[config.mk]
export PLATFORM = sky130hd
export DESIGN_NAME = segment_scan_decoder_flat
export DESIGN_NICKNAME = d
export VERILOG_FILES = /design/src/rtl/segment_scan_if.sv /design/src/rtl/segment_scan_decoder.sv /design/src/flat_wrapper.sv
export SDC_FILE = /design/constraint.sdc
export NUM_CORES = 1
export LEC_CHECK = 0
export ABC_AREA = 1
export CAP_MARGIN = 20
export CORE_UTILIZATION = 50
export DETAILED_ROUTE_END_ITERATION = 10
export GPL_ROUTABILITY_DRIVEN = 1
export PLACE_DENSITY = 0.73
export RECOVER_POWER = 100
export SYNTH_ARGS = -nofsm -noshare
export SYNTH_HDL_FRONTEND = slang
export SYNTH_SLANG_ARGS = --single-unit
export TNS_END_PERCENT = 5
[constraint.sdc]
create_clock -name clk -period 2.6 [get_ports clk]
set_input_delay 0.78 -clock clk [delete_from_list [all_inputs] [get_ports clk]]
set_output_delay 0.78 -clock clk [all_outputs]
set_load 0.01 [all_outputs]
[src/rtl/segment_scan_if.sv]
// Bus between a multiplexed seven-segment display driver and the scan decoder.
// The master drives the segment and anode lines, and the slave returns the recovered frame.
interface segment_scan_if #(
    parameter int NUM_DIGITS = 6
);
    logic [6:0]              seg_in;
    logic [NUM_DIGITS-1:0]   an_in;
    logic [4*NUM_DIGITS-1:0] digits_out;
    logic [NUM_DIGITS-1:0]   digit_err;
    logic                    frame_valid;

    modport master (
        output seg_in, an_in,
        input  digits_out, digit_err, frame_valid
    );

    modport slave (
        input  seg_in, an_in,
        output digits_out, digit_err, frame_valid
    );
endinterface

[src/rtl/segment_scan_decoder.sv]
// Recovers BCD digits from an active-low multiplexed seven-segment bus.
// A frame is presented after every digit position has been seen with a stable pattern.
module segment_scan_decoder #(
    parameter int NUM_DIGITS    = 6,
    parameter int STABLE_CYCLES = 4
) (
    input logic           clk,
    input logic           rst,
    segment_scan_if.slave bus
);
    localparam logic [7:0] STABLE_LIM = 8'(STABLE_CYCLES);

    typedef enum logic [1:0] {
        IDLE   = 2'd0,
        SETTLE = 2'd1,
        HOLD   = 2'd2
    } state_t;

    state_t state, state_next;
    logic [7:0]                cnt, cnt_next;
    logic [NUM_DIGITS+6:0]     pair, pair_prev;
    logic [NUM_DIGITS-1:0]     slot_mask;
    logic                      slot_ok;
    logic                      same;
    logic                      accept;
    logic [4:0]                decoded;
    logic [4*NUM_DIGITS-1:0]   shadow, digits_q;
    logic [NUM_DIGITS-1:0]     shadow_err, err_q;
    logic [NUM_DIGITS-1:0]     seen;
    logic                      frame_pend;
    logic                      fv_q;

    // Returns {invalid, digit}; anything that is not a decimal glyph decodes to 4'hF.
    function automatic logic [4:0] seg_decode(input logic [6:0] seg);
        case (seg)
            7'b1000000: seg_decode = 5'h00;
            7'b1111001: seg_decode = 5'h01;
            7'b0100100: seg_decode = 5'h02;
            7'b0110000: seg_decode = 5'h03;
            7'b0011001: seg_decode = 5'h04;
            7'b0010010: seg_decode = 5'h05;
            7'b0000010: seg_decode = 5'h06;
            7'b1111000: seg_decode = 5'h07;
            7'b0000000: seg_decode = 5'h08;
            7'b0010000: seg_decode = 5'h09;
            default:    seg_decode = 5'h1F;
        endcase
    endfunction

    assign pair      = {bus.an_in, bus.seg_in};
    assign slot_mask = ~bus.an_in;
    assign slot_ok   = $onehot(slot_mask);
    assign same      = (pair == pair_prev);
    assign decoded   = seg_decode(bus.seg_in);

    always_ff @(posedge clk) begin
        if (rst) begin
            state     <= IDLE;
            cnt       <= 8'd0;
            pair_prev <= '0;
        end else begin
            state     <= state_next;
            cnt       <= cnt_next;
            pair_prev <= pair;
        end
    end

    // A changed or fresh sample restarts the count at 1 when it is a slot, otherwise the FSM drops to IDLE.
    always_comb begin
        state_next = state;
        cnt_next   = cnt;
        accept     = 1'b0;
        case (state)
            SETTLE: begin
                if (same) begin
                    if (cnt + 8'd1 >= STABLE_LIM) begin
                        accept     = 1'b1;
                        cnt_next   = STABLE_LIM;
                        state_next = HOLD;
                    end else begin
                        cnt_next = cnt + 8'd1;
                    end
                end else if (slot_ok) begin
                    cnt_next   = 8'd1;
                    state_next = SETTLE;
                end else begin
                    cnt_next   = 8'd0;
                    state_next = IDLE;
                end
            end
            HOLD: begin
                if (!same) begin
                    if (slot_ok) begin
                        cnt_next   = 8'd1;
                        state_next = SETTLE;
                    end else begin
                        cnt_next   = 8'd0;
                        state_next = IDLE;
                    end
                end
            end
            default: begin
                if (slot_ok) begin
                    cnt_next   = 8'd1;
                    state_next = SETTLE;
                end else begin
                    cnt_next   = 8'd0;
                    state_next = IDLE;
                end
            end
        endcase
    end

    // The frame is published one edge after the last acceptance so that it includes that digit.
    always_ff @(posedge clk) begin
        if (rst) begin
            shadow     <= '0;
            shadow_err <= '0;
            seen       <= '0;
            frame_pend <= 1'b0;
            digits_q   <= '0;
            err_q      <= '0;
            fv_q       <= 1'b0;
        end else begin
            fv_q       <= frame_pend;
            frame_pend <= 1'b0;
            if (frame_pend) begin
                digits_q <= shadow;
                err_q    <= shadow_err;
            end
            if (accept) begin
                for (int i = 0; i < NUM_DIGITS; i++) begin
                    if (slot_mask[i]) begin
                        shadow[4*i +: 4] <= decoded[3:0];
                        shadow_err[i]    <= decoded[4];
                    end
                end
                if ((seen | slot_mask) == {NUM_DIGITS{1'b1}}) begin
                    seen       <= '0;
                    frame_pend <= 1'b1;
                end else begin
                    seen <= seen | slot_mask;
                end
            end
        end
    end

    assign bus.digits_out  = digits_q;
    assign bus.digit_err   = err_q;
    assign bus.frame_valid = fv_q;
endmodule

[src/flat_wrapper.sv]
// flat-port wrapper written by rule: the top's interface ports become plain ports
module segment_scan_decoder_flat 
#(
    parameter int NUM_DIGITS    = 6,
    parameter int STABLE_CYCLES = 4
)
  (clk, rst, bus_seg_in, bus_an_in, bus_digits_out, bus_digit_err, bus_frame_valid);
  segment_scan_if #(.NUM_DIGITS(NUM_DIGITS)) bus_i ();
  input logic clk;
  input logic rst;
  input wire logic [$bits(bus_i.seg_in)-1:0] bus_seg_in;
  input wire logic [$bits(bus_i.an_in)-1:0] bus_an_in;
  output wire logic [$bits(bus_i.digits_out)-1:0] bus_digits_out;
  output wire logic [$bits(bus_i.digit_err)-1:0] bus_digit_err;
  output wire logic [$bits(bus_i.frame_valid)-1:0] bus_frame_valid;
  assign bus_i.seg_in = bus_seg_in;
  assign bus_i.an_in = bus_an_in;
  assign bus_digits_out = bus_i.digits_out;
  assign bus_digit_err = bus_i.digit_err;
  assign bus_frame_valid = bus_i.frame_valid;
  segment_scan_decoder #(.NUM_DIGITS(NUM_DIGITS), .STABLE_CYCLES(STABLE_CYCLES)) u_core (.clk(clk), .rst(rst), .bus(bus_i));
endmodule
==> flow_results.org <==
** Run status
- Outcome :: completed

** Die
- In this run the standard cell core region covers 7410 µm².
- The die covers 8170 µm².
- Io pins :: 46
- In this run the vertical extent of the chip is between 90 and 100 µm.
- Chip width :: between 90 and 100 µm
- The initial utilization of the core area, before any placement, comes to between 50% and 60%.
- Row generation in the floorplan step produced 31 rows.

** Clock tree
- The cell sitting at the root of the clock tree is a sky130_fd_sc_hd__clkbuf_8.
- Buffers inserted by post-CTS timing repair :: 0
- Max Buffers Root-to-Sink :: 2
- The number of hold buffers added after CTS was 0.
- Maximum level of the CTS H-tree :: 3
- Clk sinks :: between 90 and 100
- Clock latency on the worst-skew pair, taken at its later pin, is 0.36 ns.
- Clock buffers created by TritonCTS :: 9
- Clock-pin slew was measured on the worst setup and hold paths at ~0.10 ns.
- Clock tree from TritonCTS :: built

** Timing
- Period utilization :: around 93%
- The routed design could run at a clock period as short as 2.42 ns.
- Post-Route Skew :: around 0.0096 ns
- The count of pins over their slew limit was 0.
- Max Fclk :: slightly above 400 MHz
- Setup Viol. Count Final :: 0
- The final-report hold violation count is 0.
- Final worst slack :: 0.177 ns
- Headroom to the max-slew limit came out at approximately a third.
- Unrepaired setup endpoints after global routing :: false
- Transition time of the tightest slew-check pin :: a little under 1 ns

** Setup path
- Series of cell instances along the critical path :: clkdlybuf4s50_1 > inv_2 > nand2_1 > nand2_1 > nor2_1 > nand2_1 > nor2_2 > nand4_4 > nor2_2 > clkbuf_2 > buf_12 > nor2_1 > nor2_1
- In this run the register-to-register setup slack is 0.75 ns.
- Data required time at the worst endpoint :: about 2.9 ns
- CP endpoint :: u_core.shadow[14]
- Kind of end point of the critical path :: register
- R2r endpoint :: u_core.shadow_err[3]
- Reg2reg start :: u_core.cnt[0]
- Among all stages on the critical path, the largest delay is contributed by sky130_fd_sc_hd__clkdlybuf4s50_1.
- On the worst path, the slowest cell contributes a delay of between 0.5 and 0.6 ns.
- Type of element launching the critical path :: input port
- The worst register-to-register path has a depth of 9.
- Beginning of the critical path :: bus_seg_in[4]
- STA puts the critical path data arrival time at 2.73 ns.
- The worst setup path is of the input port to register kind.
- Crit path max fanout :: 9

** Finish
- Final-layout fill cell count :: 680
- Layout net count :: between 600 and 700
- The count of cells in the finished layout, fillers not included, comes to about 760.
- The library cell used most frequently in the layout, excluding fill and tap cells, is sky130_fd_sc_hd__nor2_1.
- The top cell types in the final layout, fill and taps aside, are sky130_fd_sc_hd__nor2_1, sky130_fd_sc_hd__nand2_1, sky130_fd_sc_hd__dfxtp_1.
- Number of inserted diodes :: 0
- Compared with the post-synthesis result, the final layout area differs by 27.2%.
- Fraction of layout instances using a drive strength above 1 :: between 10% and 20%
- Cells fill 67.1% of the core in the end.

** Global routing
- Pin count of the biggest net entering global routing :: 37
- Across every metal layer, demand over resource in global routing totals a little under a quarter.
- Summed over all layers, the global routing overflow is 0.
- The first global-routing pass estimated roughly 15 mm of wire.
- The initial antenna violation count is 0.
- Vias in the first global route :: roughly 3400

** Routing
- The final route contains ~3700 vias.
- Routed length per placed instance :: ~11 µm
- Remaining antenna violation count after routing :: 0
- In this run, the number of DRC markers left after iteration 0 of detailed routing was 103.
- The first TritonRoute pass finished after 4 iterations.
- For this block, the routed nets add up to between 8 and 9 mm of wire.
- After detailed routing, the number of remaining DRC violations is 0.
- After detailed routing, the number of vias per cell comes to approximately 5.

** Power and ir drop
- Power density over cell area :: between 500 and 600 nW/µm²
- Static leakage :: about 0.0024 µW
- Power Total :: 2640 µW
- The worst-case IR drop observed on VDD is 0.000357 V.

** Place
- At the placement stage, the worst setup path has a slack of -0.416 ns.
- Final estimated routing congestion in global placement :: 0.873
- Detailed placement HPWL :: 6.14 mm
- After detailed placement, the design holds a cell count of roughly 740.
- In this run the tool buffered the top-level ports with 45 buffer cells.

** Yosys
- The number of nets handed over by synthesis was between 500 and 600.
- Sequential cells were found to cover between 40% and 50% of the synthesized design area.
- Cells taking the most area after synthesis :: sky130_fd_sc_hd__dfxtp_1, sky130_fd_sc_hd__nor2_1, sky130_fd_sc_hd__nand2_1, sky130_fd_sc_hd__o21ai_0, sky130_fd_sc_hd__inv_1
- Counting every instance in the synthesized netlist gives roughly 570.
- Register bit count reported by yosys :: 91
- Distinct cell type count after synthesis :: 30
- Area share of the largest cell type after synthesis :: between 40% and 50%
- For this run, the number of Yosys warnings is 0.
- Post-synth design cell area :: approximately 4000 µm²
- After synthesis, the mean cell area works out to around 7 µm².
- The largest total area in the synthesized netlist belongs to sky130_fd_sc_hd__dfxtp_1.

** Job
- Max-capacitance violation count :: 0

** Hold path
- The min-delay analysis places its worst path in the category register to register.
## synthesized netlist by cell type
| cell | count |
|---|---|
| sky130_fd_sc_hd__a21oi_1 | 4 |
| sky130_fd_sc_hd__o21a_1 | 1 |
| sky130_fd_sc_hd__clkinv_1 | 1 |
| sky130_fd_sc_hd__nand4_4 | 1 |
| sky130_fd_sc_hd__o22ai_1 | 2 |
| sky130_fd_sc_hd__ha_1 | 5 |
| sky130_fd_sc_hd__nand3b_1 | 1 |
| sky130_fd_sc_hd__nor2_1 | 179 |
| sky130_fd_sc_hd__a211oi_1 | 1 |
| sky130_fd_sc_hd__nor4_1 | 1 |
| sky130_fd_sc_hd__and2_1 | 1 |
| sky130_fd_sc_hd__fa_1 | 2 |
| sky130_fd_sc_hd__clkbuf_1 | 12 |
| sky130_fd_sc_hd__o21ai_0 | 37 |
| sky130_fd_sc_hd__nor2_2 | 7 |
| sky130_fd_sc_hd__buf_4 | 5 |
| sky130_fd_sc_hd__nand3_1 | 15 |
| sky130_fd_sc_hd__nor3_1 | 7 |
| sky130_fd_sc_hd__nand4_1 | 3 |
| sky130_fd_sc_hd__buf_6 | 1 |
| sky130_fd_sc_hd__xnor2_1 | 3 |
| sky130_fd_sc_hd__o221ai_1 | 1 |
| sky130_fd_sc_hd__inv_1 | 41 |
| sky130_fd_sc_hd__nand2_1 | 141 |
| sky130_fd_sc_hd__inv_2 | 2 |
| sky130_fd_sc_hd__xor2_1 | 2 |
| sky130_fd_sc_hd__o21ai_1 | 1 |
| sky130_fd_sc_hd__buf_1 | 2 |
| sky130_fd_sc_hd__dfxtp_1 | 91 |
| sky130_fd_sc_hd__nor2_4 | 1 |
## cell type report
class	count	area [µm²]	area share, %
flip-flops and latches	91	1820	36.7
clock buffers	10	128	2.57
inverters	44	165	3.32
repair buffers	93	823	16.6
well taps	99	124	2.49
multi-input cells	416	1830	36.9
clock inverters	6	73.8	1.49
## through the flow
| stage | TNS, ns | instance area [µm²] | hold WS [ns] |
|---|---|---|---|
| 3_3_place_gp | -6.51 | 4770 | 0.447 |
| 2_1_floorplan | 0 | 3910 | 0.435 |
| 3_5_place_dp | -7.80 | 4770 | 0.462 |
| 5_1_grt | 0 | 4970 | 0.500 |
| 6_report | 0 | 4970 | 0.471 |
| 4_1_cts | 0 | 4970 | 0.475 |
## worst max-delay path: cells and delay by family
kind / cells / cell delay [ns]
buf+inv: 4 / 1.00
simple gates: 9 / 0.95
## how the worst min path moves through the flow
stage                     slack [ns]  cells past startpoint                 endpoint            startpoint
final                           0.47                      2            u_core.cnt[6]         u_core.cnt[6]
after global routing            0.50                      2  u_core.bus.digit_err[1]  u_core.shadow_err[1]
after CTS                       0.48                      2            u_core.cnt[6]         u_core.cnt[6]
after detailed placement        0.46                      2            u_core.cnt[6]         u_core.cnt[6]
after global placement          0.45                      2  u_core.bus.digit_err[1]  u_core.shadow_err[1]
after floorplan                 0.44                      2  u_core.bus.digit_err[0]  u_core.shadow_err[0]
## routing by layer
metal | share of wire, % | vias up | track usage (%)
met2 | 47 | 80 | 38.8
met3 | 3.8 | 11 | 3.54
li1 | - | 1920 | -
met1 | 47 | 1678 | 29.0
met5 | 0 | - | 0
met4 | 1.5 | 0 | 8.60
## timing repair
item                       CTS  global route
gates resized for setup      8             5
setup endpoints to repair    2            18
pin swaps                    2             1
## flip-flops by register name, summed over array words and instances, names as in the netlist
register	cells
u_core.cnt	8
u_core.seen	6
u_core.bus.digits_out	24
u_core.state	2
u_core.bus.digit_err	6
u_core.bus.frame_valid	1
u_core.pair_prev	13
u_core.shadow_err	6
u_core.shadow	24
u_core.frame_pend	1
## power by group
group | internal (µW) | leakage [µW] | switching, µW
clock network | 457 | 0.0000950 | 524
logic | 102 | 0.00160 | 135
registers | 1410 | 0.000736 | 10.6
## cell families (layout without fill, tap and decap cells)
kind of cell | after synthesis | in the layout | share of synthesized area [%]
AOI/OAI and AO/OA | 47 | 47 | 6.31
xor gates and xnor gates | 5 | 5 | 1.12
adders and majority gates | 7 | 7 | 2.63
buffers and inverters | 64 | 153 | 6.82
DFF | 91 | 91 | 46.6
and+or+nand+nor | 357 | 357 | 36.5
Power figures use the tool's default switching activity.
